**src/rtl/fcu_input_buffer_if.sv**
```systemverilog
// Link/fcu-side signal bundle for one router input port buffer.
// The buffer takes the slave view; the link and fcu side together take the master view.
interface fcu_input_buffer_if #(
    parameter int FLIT_W  = 34,
    parameter int DEPTH   = 4,
    parameter int COORD_W = 3
);
    localparam int CNT_W = $clog2(DEPTH + 1);

    logic                   in_valid;
    logic [FLIT_W-1:0]      in_flit;
    logic                   credit_out;
    logic                   out_valid;
    logic [FLIT_W-1:0]      out_flit;
    logic                   out_head;
    logic [2*COORD_W-1:0]   out_dest;
    logic                   out_pop;
    logic                   pkt_active;
    logic [CNT_W-1:0]       count;
    logic                   err;

    modport slave (
        input  in_valid, in_flit, out_pop,
        output credit_out, out_valid, out_flit, out_head, out_dest,
               pkt_active, count, err
    );

    modport master (
        output in_valid, in_flit, out_pop,
        input  credit_out, out_valid, out_flit, out_head, out_dest,
               pkt_active, count, err
    );
endinterface

```
**src/rtl/fcu_input_buffer.sv**
```systemverilog
// Credit-managed input flit FIFO with packet head/body/tail tracking for the fcu.
// Optional sticky overflow/protocol checker enabled by defining FCU_IBUF_ERR_EN.
module fcu_input_buffer #(
    parameter int FLIT_W  = 34,
    parameter int DEPTH   = 4,
    parameter int COORD_W = 3
) (
    input  logic                 clk,
    input  logic                 rst_n,
    fcu_input_buffer_if.slave    bus
);
    localparam int PTR_W  = $clog2(DEPTH);
    localparam int CNT_W  = $clog2(DEPTH + 1);
    localparam int DEST_W = 2 * COORD_W;

    typedef enum logic [1:0] {
        FT_BODY   = 2'b00,
        FT_HEAD   = 2'b01,
        FT_TAIL   = 2'b10,
        FT_SINGLE = 2'b11
    } flit_type_t;

    typedef enum logic {
        S_IDLE,
        S_BODY
    } state_t;

    logic [FLIT_W-1:0] mem [DEPTH];
    logic [PTR_W-1:0]  rd_ptr;
    logic [PTR_W-1:0]  wr_ptr;
    logic [CNT_W-1:0]  count_q;
    state_t            state_q;
    logic [DEST_W-1:0] dest_q;
    logic [FLIT_W-1:0] last_q;
    logic              credit_q;
    logic              pkt_active_q;

    logic              empty;
    logic              full;
    logic              pop;
    logic              push;
    logic [FLIT_W-1:0] front;
    flit_type_t        front_type;
    logic              front_is_head;

    // When empty, the front shows the most recently popped flit so out_flit holds its value.
    always_comb begin
        empty         = (count_q == '0);
        full          = (count_q == CNT_W'(DEPTH));
        front         = empty ? last_q : mem[rd_ptr];
        front_type    = flit_type_t'(front[FLIT_W-1 -: 2]);
        front_is_head = (front_type == FT_HEAD) || (front_type == FT_SINGLE);
        pop           = bus.out_pop && !empty;
        push          = bus.in_valid && (!full || pop);
    end

    // NOTE: the storage array has no reset; only pointers and count define which entries are live.
    always_ff @(posedge clk) begin
        if (push) begin
            mem[wr_ptr] <= bus.in_flit;
        end
    end

    // NOTE: all sequential state uses non-blocking assignments so every register sees pre-edge values.
    always_ff @(posedge clk) begin
        if (!rst_n) begin
            rd_ptr       <= '0;
            wr_ptr       <= '0;
            count_q      <= '0;
            state_q      <= S_IDLE;
            dest_q       <= '0;
            last_q       <= '0;
            credit_q     <= 1'b0;
            pkt_active_q <= 1'b0;
        end else begin
            credit_q <= pop;
            if (push) begin
                wr_ptr <= wr_ptr + PTR_W'(1);
            end
            if (pop) begin
                rd_ptr <= rd_ptr + PTR_W'(1);
                last_q <= front;
            end
            case ({push, pop})
                2'b10:   count_q <= count_q + CNT_W'(1);
                2'b01:   count_q <= count_q - CNT_W'(1);
                default: count_q <= count_q;
            endcase

            // The FSM follows the popped flit type even when that type is out of protocol.
            if (pop) begin
                case (front_type)
                    FT_HEAD: begin
                        state_q      <= S_BODY;
                        pkt_active_q <= 1'b1;
                        dest_q       <= front[DEST_W-1:0];
                    end
                    FT_SINGLE, FT_TAIL: begin
                        state_q      <= S_IDLE;
                        pkt_active_q <= 1'b0;
                    end
                    default: begin
                        state_q      <= state_q;
                        pkt_active_q <= pkt_active_q;
                    end
                endcase
            end
        end
    end

`ifdef FCU_IBUF_ERR_EN
    logic err_q;
    logic drop_err;
    logic proto_err;

    always_comb begin
        drop_err  = bus.in_valid && full && !pop;
        proto_err = pop && (((state_q == S_IDLE) && !front_is_head) ||
                            ((state_q == S_BODY) &&  front_is_head));
    end

    always_ff @(posedge clk) begin
        if (!rst_n) begin
            err_q <= 1'b0;
        end else if (drop_err || proto_err) begin
            err_q <= 1'b1;
        end
    end

    assign bus.err = err_q;
`else
    assign bus.err = 1'b0;
`endif

    assign bus.out_valid  = !empty;
    assign bus.out_flit   = front;
    assign bus.out_head   = !empty && (state_q == S_IDLE) && front_is_head;
    assign bus.out_dest   = (state_q == S_BODY) ? dest_q : front[DEST_W-1:0];
    assign bus.pkt_active = pkt_active_q;
    assign bus.count      = count_q;
    assign bus.credit_out = credit_q;
endmodule

```
**src/flat_wrapper.sv**
```systemverilog
// flat-port wrapper written by rule: the top's interface ports become plain ports
module fcu_input_buffer_flat 
#(
    parameter int FLIT_W  = 34,
    parameter int DEPTH   = 4,
    parameter int COORD_W = 3
)
  (clk, rst_n, bus_in_valid, bus_in_flit, bus_out_pop, bus_credit_out, bus_out_valid, bus_out_flit, bus_out_head, bus_out_dest, bus_pkt_active, bus_count, bus_err);
  fcu_input_buffer_if #(.FLIT_W(FLIT_W), .DEPTH(DEPTH), .COORD_W(COORD_W)) bus_i ();
  input  logic clk;
  input  logic rst_n;
  input wire logic [$bits(bus_i.in_valid)-1:0] bus_in_valid;
  input wire logic [$bits(bus_i.in_flit)-1:0] bus_in_flit;
  input wire logic [$bits(bus_i.out_pop)-1:0] bus_out_pop;
  output wire logic [$bits(bus_i.credit_out)-1:0] bus_credit_out;
  output wire logic [$bits(bus_i.out_valid)-1:0] bus_out_valid;
  output wire logic [$bits(bus_i.out_flit)-1:0] bus_out_flit;
  output wire logic [$bits(bus_i.out_head)-1:0] bus_out_head;
  output wire logic [$bits(bus_i.out_dest)-1:0] bus_out_dest;
  output wire logic [$bits(bus_i.pkt_active)-1:0] bus_pkt_active;
  output wire logic [$bits(bus_i.count)-1:0] bus_count;
  output wire logic [$bits(bus_i.err)-1:0] bus_err;
  assign bus_i.in_valid = bus_in_valid;
  assign bus_i.in_flit = bus_in_flit;
  assign bus_i.out_pop = bus_out_pop;
  assign bus_credit_out = bus_i.credit_out;
  assign bus_out_valid = bus_i.out_valid;
  assign bus_out_flit = bus_i.out_flit;
  assign bus_out_head = bus_i.out_head;
  assign bus_out_dest = bus_i.out_dest;
  assign bus_pkt_active = bus_i.pkt_active;
  assign bus_count = bus_i.count;
  assign bus_err = bus_i.err;
  fcu_input_buffer #(.FLIT_W(FLIT_W), .DEPTH(DEPTH), .COORD_W(COORD_W)) u_core (.clk(clk), .rst_n(rst_n), .bus(bus_i));
endmodule
```
**config.mk**
```make
export PLATFORM = sky130hd
export DESIGN_NAME = fcu_input_buffer_flat
export DESIGN_NICKNAME = d
export VERILOG_FILES = /design/src/rtl/fcu_input_buffer_if.sv /design/src/rtl/fcu_input_buffer.sv /design/src/flat_wrapper.sv
export SDC_FILE = /design/constraint.sdc
export NUM_CORES = 1
export LEC_CHECK = 0
export CORE_UTILIZATION = 50
export CTS_CLUSTER_DIAMETER = 100
export DETAILED_ROUTE_END_ITERATION = 6
export PLACE_DENSITY = 0.72
export SYNTH_ARGS = -nofsm -noshare
export SYNTH_HDL_FRONTEND = slang
export SYNTH_SLANG_ARGS = --single-unit
```
**constraint.sdc**
```tcl
create_clock -name clk -period 1.85 [get_ports clk]
set_input_delay 0.2775 -clock clk [delete_from_list [all_inputs] [get_ports clk]]
set_output_delay 0.2775 -clock clk [all_outputs]
set_load 0.02 [all_outputs]
```
== Word level (Yosys, flattened, before mapping) ==
Memories as Yosys holds them, arrays and structs flattened. A register that Yosys moved wholly into a read port is not among the register bits.
Index checks and enable logic that the tools add are counted.
W data, S select, Z words.
Operators by class
  muxes and demuxes: 8
  add/subtract/negate cells: 4
  bitwise gates (word level): 1
  equal/unequal tests: 6
  reduce and logical (&&, ||, !) cells: 14
Operators with widths (count)
  $mux W34: 1
  $eq A2 B2 Y1 const B: 3
  $mux W6: 1
  $pmux W3 S2: 1
  $add A2 B1 Y2 const B: 2
  $eq A2 B1 Y1 const B: 2
  $logic_and A1 B1 Y1: 4
  $mux W2: 2
  $reduce_and A2 Y1: 2
  $reduce_bool A2 Y1: 2
  $add A3 B1 Y3 const B: 1
  $eq A3 B3 Y1 const B: 1
  $logic_not A3 Y1: 1
  $sub A3 B1 Y3 const B: 1
  $logic_not A1 Y1: 2
  $logic_or A1 B1 Y1: 2
  $mux W1: 2
  $pmux W1 S2: 1
  $reduce_or A2 Y1: 1
  $not A1 Y1: 1
Storage, ports and cells
  memory bits (writable): 136
  flip-flop bits (word level): 49
  output and inout bits: 48
  input bits: 38
  memories kept: 1
  logic and storage cells: 41
Memory list
  u_core.mem: depth 4, bits a word 34, rd ports 1, clocked after Yosys merged registers in 1, wr ports 1, RTL line fcu_input_buffer.sv:28  | logic [FLIT_W-1:0] mem [DEPTH];

== Logic depth before layout (Yosys ltp) ==
Gate-level depths: netlist of the first run.
  depth in word-level cells: 7
  gate-level depth with buffers: 6
  mapped depth without buffers: 6

== Worst setup path after synthesis of the first run ==
Ideal clock, no wire load.
  kind: register to register
  start point: reg u_core.count_q[2] (netlist: u_core.bus.count[2])
  end point: mem u_core.mem[0][0] (enable)
  arrival time: 1.671 ns
  stages on the path, launching flop included: 3
  clock period less this slack: 2.086 ns
  setup slack: -0.236 ns
  buffers on the path: 0
  setup time: 0.415 ns
  data required time: 1.435 ns
  path through: dfxtp_1 or4b_1 and3_1
On the way
  cells in the longest elaborated chain, start to end: 7
  elaborated cells on any way between the ends: 9
  classes of those cells: 1 x eq/ne; 2 x mux; 6 x reduce/logical
Ends and longest elaborated chain
  start: declaration: RTL line fcu_input_buffer.sv:31  | logic [CNT_W-1:0] count_q;
  start signal: assignment: RTL line fcu_input_buffer.sv:85  | 2'b10: count_q <= count_q + CNT_W'(1);
  start signal: assignment: RTL line fcu_input_buffer.sv:86  | 2'b01: count_q <= count_q - CNT_W'(1);
  start signal: assignment: RTL line fcu_input_buffer.sv:87  | default: count_q <= count_q;
  $logic_not A3 Y1: RTL line fcu_input_buffer.sv:48  | empty = (count_q == '0);
  $logic_not A1 Y1: RTL line fcu_input_buffer.sv:53  | pop = bus.out_pop && !empty;
  $logic_and A1 B1 Y1: RTL line fcu_input_buffer.sv:53
  $logic_or A1 B1 Y1 *: RTL line fcu_input_buffer.sv:54  | push = bus.in_valid && (!full || pop);
  $logic_and A1 B1 Y1 *: RTL line fcu_input_buffer.sv:54
  $mux W1 *: RTL line fcu_input_buffer.sv:59  | if (push) begin
  $mux W1 (implied by the code) *: RTL line fcu_input_buffer.sv:60  | mem[wr_ptr] <= bus.in_flit;
  end: declaration: RTL line fcu_input_buffer.sv:28
Every way passes the cells marked *; elsewhere a longest branch is shown, timed or not.

==> results of run 1 <==
worst max-delay path: stages, from the launching register on:
cell and delay [ns]:
dfxtp_4 0.40, buf_6 0.14, mux4_2 0.52, mux2_4 0.30, mux2_4 0.27, buf_6 0.13
cell usage in the layout (no fill, tap or decap), types with 2 or more instances in the layout:
cell and instances:
xnor2_1 2, dfxtp_2 3, nor2_1 7, buf_6 47
clkbuf_8 2, buf_2 4, and3_4 8, clkinv_2 7
ha_1 4, a21oi_1 38, bufinv_16 2, buf_4 37
buf_16 2, mux2_2 7, buf_12 6, edfxtp_1 136
o21ai_0 4, nand2_1 77, clkdlybuf4s50_1 40, nand2b_1 2
mux2_4 33, dlygate4sd2_1 2, buf_8 2, mux4_2 34
o21ai_1 3, dfxtp_1 47, inv_1 4, nand3_1 7
clkinvlp_4 2, clkbuf_16 17
cell type report:
class	count	share of cell area
Sequential cell	187	0.530
Multi-Input combinational cell	242	0.234
Timing Repair Buffer	140	0.150
Clock buffer	20	0.0473
Tap cell	180	0.0233
Clock inverter	12	0.0126
Inverter	6	0.00259
layer usage:
metal	part of all wire	global-route usage	vias up
met5	0.0015	0	-
met4	0.016	0.0791	4
met3	0.061	0.0494	23
met2	0.50	0.352	140
met1	0.42	0.288	2252
li1	-	-	1999
state kept, by name (all words and copies together) (netlist names), named ones only:
signal and cells:
u_core.mem 136, u_core.last_q 34, u_core.dest_q 6, u_core.bus.count 3, u_core.rd_ptr 2, u_core.wr_ptr 2
u_core.bus.credit_out 1, u_core.bus.pkt_active 1
power by group:
part	switching [mW]	total, mW	internal, mW
Sequential	0.180	5.06	4.88
Combinational	2.15	4.67	2.52
Clock	1.47	3.52	2.05
Total	3.80	13.3	9.46
metrics by stage:
| stage | instances | total power, mW | TNS [ns] |
|---|---|---|---|
| floorplan | 458 | 7.35 | -2.15 |
| global placement | 727 | 8.89 | -54.33 |
| detailed placement | 727 | 8.96 | -57.11 |
| CTS | 773 | 13.0 | -20.99 |
| global route | 787 | 13.8 | -23.45 |
| finish | 787 | 13.3 | -20.35 |
final timing paths:
check,from,end,cells past startpoint
max,flop,bus_out_dest[1],5
min,u_core.last_q[2],u_core.last_q[2],2
max reg2reg,flop,u_core.dest_q[2],8
min reg2reg,u_core.last_q[2],u_core.last_q[2],2
what timing repair did:
item	CTS	global route
setup buffers	13	11
cloned	2	3
pin swaps	3	6
setup endpoints to repair	188	153
gates resized for setup	285	34
cells by family (layout without fill, tap and decap cells):
| kind of cell | after synthesis | count (layout) | share of synthesized area |
|---|---|---|---|
| fa+ha+maj | 5 | 5 | 0.00952 |
| mux | 75 | 75 | 0.172 |
| other cells | 1 | 1 | 0.000510 |
| buf+inv | 33 | 178 | 0.0226 |
| simple gates | 105 | 109 | 0.0615 |
| compound gates | 49 | 49 | 0.0369 |
| xor+xnor | 3 | 3 | 0.00357 |
| flops | 187 | 187 | 0.694 |
==> summary.md, run 1 <==
| Metric | Value |
|---|---|
| Final hold slack | `approximately 0.46 ns` |
| Final Setup Violations | `a little under 50` |
| Largest area contributor in the synthesized netlist | `edfxtp_1` |
| Syn. warnings | `0` |
| Setup CP Type | `flop to output port` |
| Residual DRC | `0` |
| TritonCTS Sinks | `187` |
| Max-slew violations | `0` |
| Library cells used by synthesis | `37` |
| GRT Resource Usage Total | `0.217` |
| HP Class | `flop to flop` |
| Worst clock skew | `0.00604 ns` |
| Nets@finish | `637` |
| Antenna fix cells | `0` |
| Mapped Avg Cell Area | `16.1 um^2` |
| Pre-antenna DRT Iters | `4` |
| Setup WS pre-CTS | `-0.641 ns` |
| Top-count cell post-synth | `edfxtp_1` |
| # fillers | `roughly 950` |
| EDFF count, synth | `136` |
| PortBufs | `84` |
| Worst skew pair latency | `0.42 ns` |
| Pwr/cell area | `between 1000 and 1500 nW/um^2` |
| Initial antenna violation count | `2` |
| RePlAce Congestion | `0.692` |
| CTS Hold Buffers Added | `0` |
| Max Root-Sink Buffers | `2` |
| Max Cap Viol | `0` |
| CTS H-tree depth | `4` |
| Number of global-route vias before repair | `4348` |
| Leak pwr | `3.49 nW` |
| Final instance area | `a little under 10000 um^2` |
| Layout cells sized above 1 | `0.364` |
| WL final | `15900 um` |
| CP required | `1.57 ns` |
| DP HPWL | `8830 um` |
| Largest net degree at the start of global routing | `43` |
| Core Util, Final | `0.684` |
| R2R Setup Slk | `-0.11 ns` |
| Post-layout minimum cycle time | `2.46 ns` |
| Layout Area Growth over Synthesis | `31.1%` |
| Status | `complete, but fails checks` |
| ANT nets after route | `0` |
| Core area | `about 14000 um^2` |
| First-iteration detailed-routing DRC count | `308` |
| Via Count | `roughly 4400` |
| CTS clk-pin slew, worst paths | `0.06 ns` |
| Drt wl/cell | `around 20 um` |
| DIE HEIGHT | `123 um` |
| Final WS setup | `-0.607 ns` |
| Seq. cell area | `5110 um^2` |
| Crit path arrival time | `2.18 ns` |
| First-pass GRT wire length | `23500 um` |
| Seq/Total Area, Yosys | `0.694` |
| #FFs+latches synth | `187` |
| CTS tree | `built` |
| Post-Place Cell Area | `8620 um^2` |
| FMAX | `between 0.4 and 0.5 GHz` |
| # IOs | `86` |
| VDD IR max | `about 840 uV` |
| Vias per cell | `5.61` |
| Die footprint | `around 15000 um^2` |
| Synth top cells by count | `136 x edfxtp_1, 77 x nand2_1, 51 x dfxtp_1` |
| Cell Rows | `between 40 and 50` |
| Final Hold Fails | `0` |
| Root Driver | `clkbuf_16` |
| Nature of the critical path startpoint | `flop` |
| Post-synth top flop | `edfxtp_1` |
| Crit-path max FO | `6` |
| Die X | `123 um` |
| Final period util | `1.33` |
| Footprint of the multi-input gates | `2260 um^2` |
| Syn nets | `501` |
| Synth async-reset ratio | `0` |
| Failing checks | `negative setup slack` |
| Dominant cells by area after synthesis | `edfxtp_1 55%, dfxtp_1 14%, mux4_2 7.3%` |
| Total gr overflow | `0` |
| Cells after synthesis | `458` |
| CTS buffer count | `17` |
| Synthesized area | `7360 um^2` |
| Setup crit end kind | `output port` |
| Starting Density | `0.522` |
| RSZ-0062 raised after global routing | `true` |
| Post-synth top area share | `0.555` |
Note: power is estimated with default switching activity, not from simulation.
==> inputs of run 2 (changes only) <==
CELL_PAD_IN_SITES_DETAIL_PLACEMENT = 1   (was not set)
CELL_PAD_IN_SITES_GLOBAL_PLACEMENT = 1   (was not set)
CORE_UTILIZATION = 42   (was 50)
CTS_CLUSTER_SIZE = 24   (was not set)
==> summary.md, run 2 (same netlist as run 1, synthesis figures left out) <==
| Metric | Value |
|---|---|
| Hold Path Origin | `u_core.dest_q[1]` |
| RSZ-0062 raised after global routing | `true` |
| Footprint of the multi-input gates | `around 2300 um^2` |
| Largest net degree at the start of global routing | `between 40 and 50` |
| Cell Rows | `between 40 and 50` |
| Pint | `9.44 mW` |
| Drt wl/cell | `22.1 um` |
| GRT Resource Usage Total | `0.204` |
| CTS clk-pin slew, worst paths | `0.07 ns` |
| Fin Setup TNS | `-21.00 ns` |
| CTS buffer count | `17` |
| Slew headroom | `0.595` |
| Residual DRC | `0` |
| Nature of the critical path startpoint | `flop` |
| Clock Power Share | `0.277` |
| DIE HEIGHT | `134 um` |
| Worst Hold End | `u_core.dest_q[1]` |
| Final Setup Violations | `48` |
| FMAX | `0.403 GHz` |
| Worst clock skew | `0.00731 ns` |
| PortBufs | `84` |
| CTS Hold Buffers Added | `0` |
| Setup crit end kind | `output port` |
| HP Class | `flop to flop` |
| Buf/Inv on CP | `2` |
| Post-layout minimum cycle time | `2.48 ns` |
| Final period util | `1.34` |
| Final Hold Fails | `0` |
| R2R Setup Slk | `-0.18 ns` |
| Critical Path Slowest Stage Cell | `mux4_2` |
| Largest registers | `u_core.mem x136, u_core.last_q x34, u_core.dest_q x6` |
| Worst skew pair latency | `around 0.43 ns` |
| Final instance area | `9770 um^2` |
| Max-slew violations | `0` |
| Most frequent CP cell | `mux2_4` |
| VDD IR max | `724 uV` |
| WL final | `18500 um` |
| Switching Share | `0.297` |
| Number of flip-flops in the largest register | `136` |
| First-pass GRT wire length | `26800 um` |
| Layout Cells excl Fill | `837` |
| Seq. cell area | `between 5000 and 6000 um^2` |
| # IOs | `86` |
| Hold path depth | `2` |
| Vias per cell | `5.32` |
| Nets@finish | `643` |
| Crit path arrival time | `2.20 ns` |
| Net Sw Power | `3.98 mW` |
| R2R depth | `9` |
| CP required | `1.57 ns` |
| Pwr/cell area | `~1400 nW/um^2` |
| CTS tree | `built` |
| ANT nets after route | `0` |
| Cells along the critical path | `buf_8, mux4_2, mux2_4, mux2_4, buf_6` |
| First-iteration detailed-routing DRC count | `239` |
| RePlAce Congestion | `0.679` |
| Number of global-route vias before repair | `4734` |
| Comb pwr share | `0.346` |
| Root Driver | `clkbuf_16` |
| Crit-path leading delay family | `multiplexers` |
| Max Cap Viol | `0` |
| Setup CP Type | `flop to output port` |
| Crit-path max FO | `6` |
| TritonCTS Sinks | `187` |
| Starting Density | `0.428` |
| Initial antenna violation count | `0` |
| Slowest stage delay, CP | `~0.55 ns` |
| Final WS setup | `-0.631 ns` |
| Post-Place Cell Area | `8680 um^2` |
| Largest register by flop count | `u_core.mem` |
| Most common cell after layout, fill and taps aside | `edfxtp_1` |
| Core area | `approximately 17000 um^2` |
| DP HPWL | `~10000 um` |
| CTS H-tree depth | `4` |
| Final hold slack | `between 0.4 and 0.5 ns` |
| Layout cells sized above 1 | `0.391` |
| End of the worst register-to-register path | `u_core.dest_q[3]` |
| Via Count | `4453` |
| Failing checks | `negative setup slack` |
| Die footprint | `18100 um^2` |
| Layout Area Growth over Synthesis | `32.8%` |
| Leak pwr | `3.54 nW` |
| Core Util, Final | `0.569` |
| Commonest cells after routing, fill and taps aside | `136 x edfxtp_1, 76 x nand2_1, 45 x dfxtp_1` |
| Flop pwr share | `0.377` |
| Die X | `134 um` |
| Antenna fix cells | `0` |
| Worst-margin pin slew | `0.607 ns` |
| Cells after DPL | `770` |
| Max Root-Sink Buffers | `2` |
| # fillers | `approximately 1600` |
| Status | `complete, but fails checks` |
| Pre-antenna DRT Iters | `4` |
| Total gr overflow | `0` |
run 2: cell types whose count changed in the layout (fill, tap and decap cells not counted), moves of 5 or more:
| cell | previous run | this run |
|---|---|---|
| buf_12 | 6 | 11 |
| buf_2 | 4 | 15 |
| buf_6 | 47 | 33 |
| mux2_2 | 7 | 18 |
| mux2_4 | 33 | 22 |
| nand3_1 | 7 | 2 |
| nand3_2 | 0 | 5 |
run 2: area by class of cell:
cell class              instances  area share
clock inverters                13      0.0173
multi-input cells             244       0.236
clock buffers                  18      0.0439
repair buffers                144       0.148
well taps                     225      0.0288
flip-flops and latches        187       0.523
inverters                       6     0.00230
run 2: worst max-delay path by stage:
stage,startpoint,to,slack [ns],depth (start not counted)
final,flop,bus_out_dest[3],-0.63,5
after global routing,flop,bus_out_dest[1],-0.69,5
after CTS,flop,bus_out_flit[8],-0.64,5
after detailed placement,flop,bus_out_dest[3],-0.70,4
after global placement,flop,bus_out_dest[3],-0.63,4
after floorplan,flop,bus_out_dest[0],-0.13,5
run 2: power groups by stage:
stage	clock, mW	sequential [mW]	combinational [mW]
4_1_cts	3.78	5.05	4.33
6_report	3.71	5.06	4.64
3_5_place_dp	0	5.15	3.92
3_3_place_gp	0	5.11	3.84
2_1_floorplan	0	5.09	2.26
5_1_grt	3.93	5.10	4.91
run 2: per-layer routing:
| metal | wire length, um | track usage | vias to the layer above | part of all wire |
|---|---|---|---|---|
| met5 | 0 | 0 | - | 0 |
| met4 | 211 | 0.0668 | 0 | 0.011 |
| met3 | 656 | 0.0416 | 12 | 0.035 |
| met1 | 7750 | 0.255 | 2326 | 0.42 |
| li1 | - | - | 2017 | - |
| met2 | 9870 | 0.357 | 98 | 0.53 |
run 2: per-stage QoR:
stage                     power (mW)  worst slack, ns
after floorplan                 7.35           -0.132
after global placement          8.95           -0.632
after detailed placement        9.06           -0.700
after CTS                       13.2           -0.639
after global routing            13.9           -0.691
final                           13.4           -0.631
run 2: worst min-delay path: stages, from the launching register on:
cell     delay, ns
dfxtp_1       0.31
nand2_1       0.05
o21ai_1       0.05
run 2: what timing repair did:
| action | in CTS | in global routing |
|---|---|---|
| gates resized for setup | 264 | 47 |
| pin swaps | 8 | 14 |
| buffers inserted | 17 | 18 |
| cloned | 2 | 5 |
| endpoints found under the setup margin | 190 | 156 |
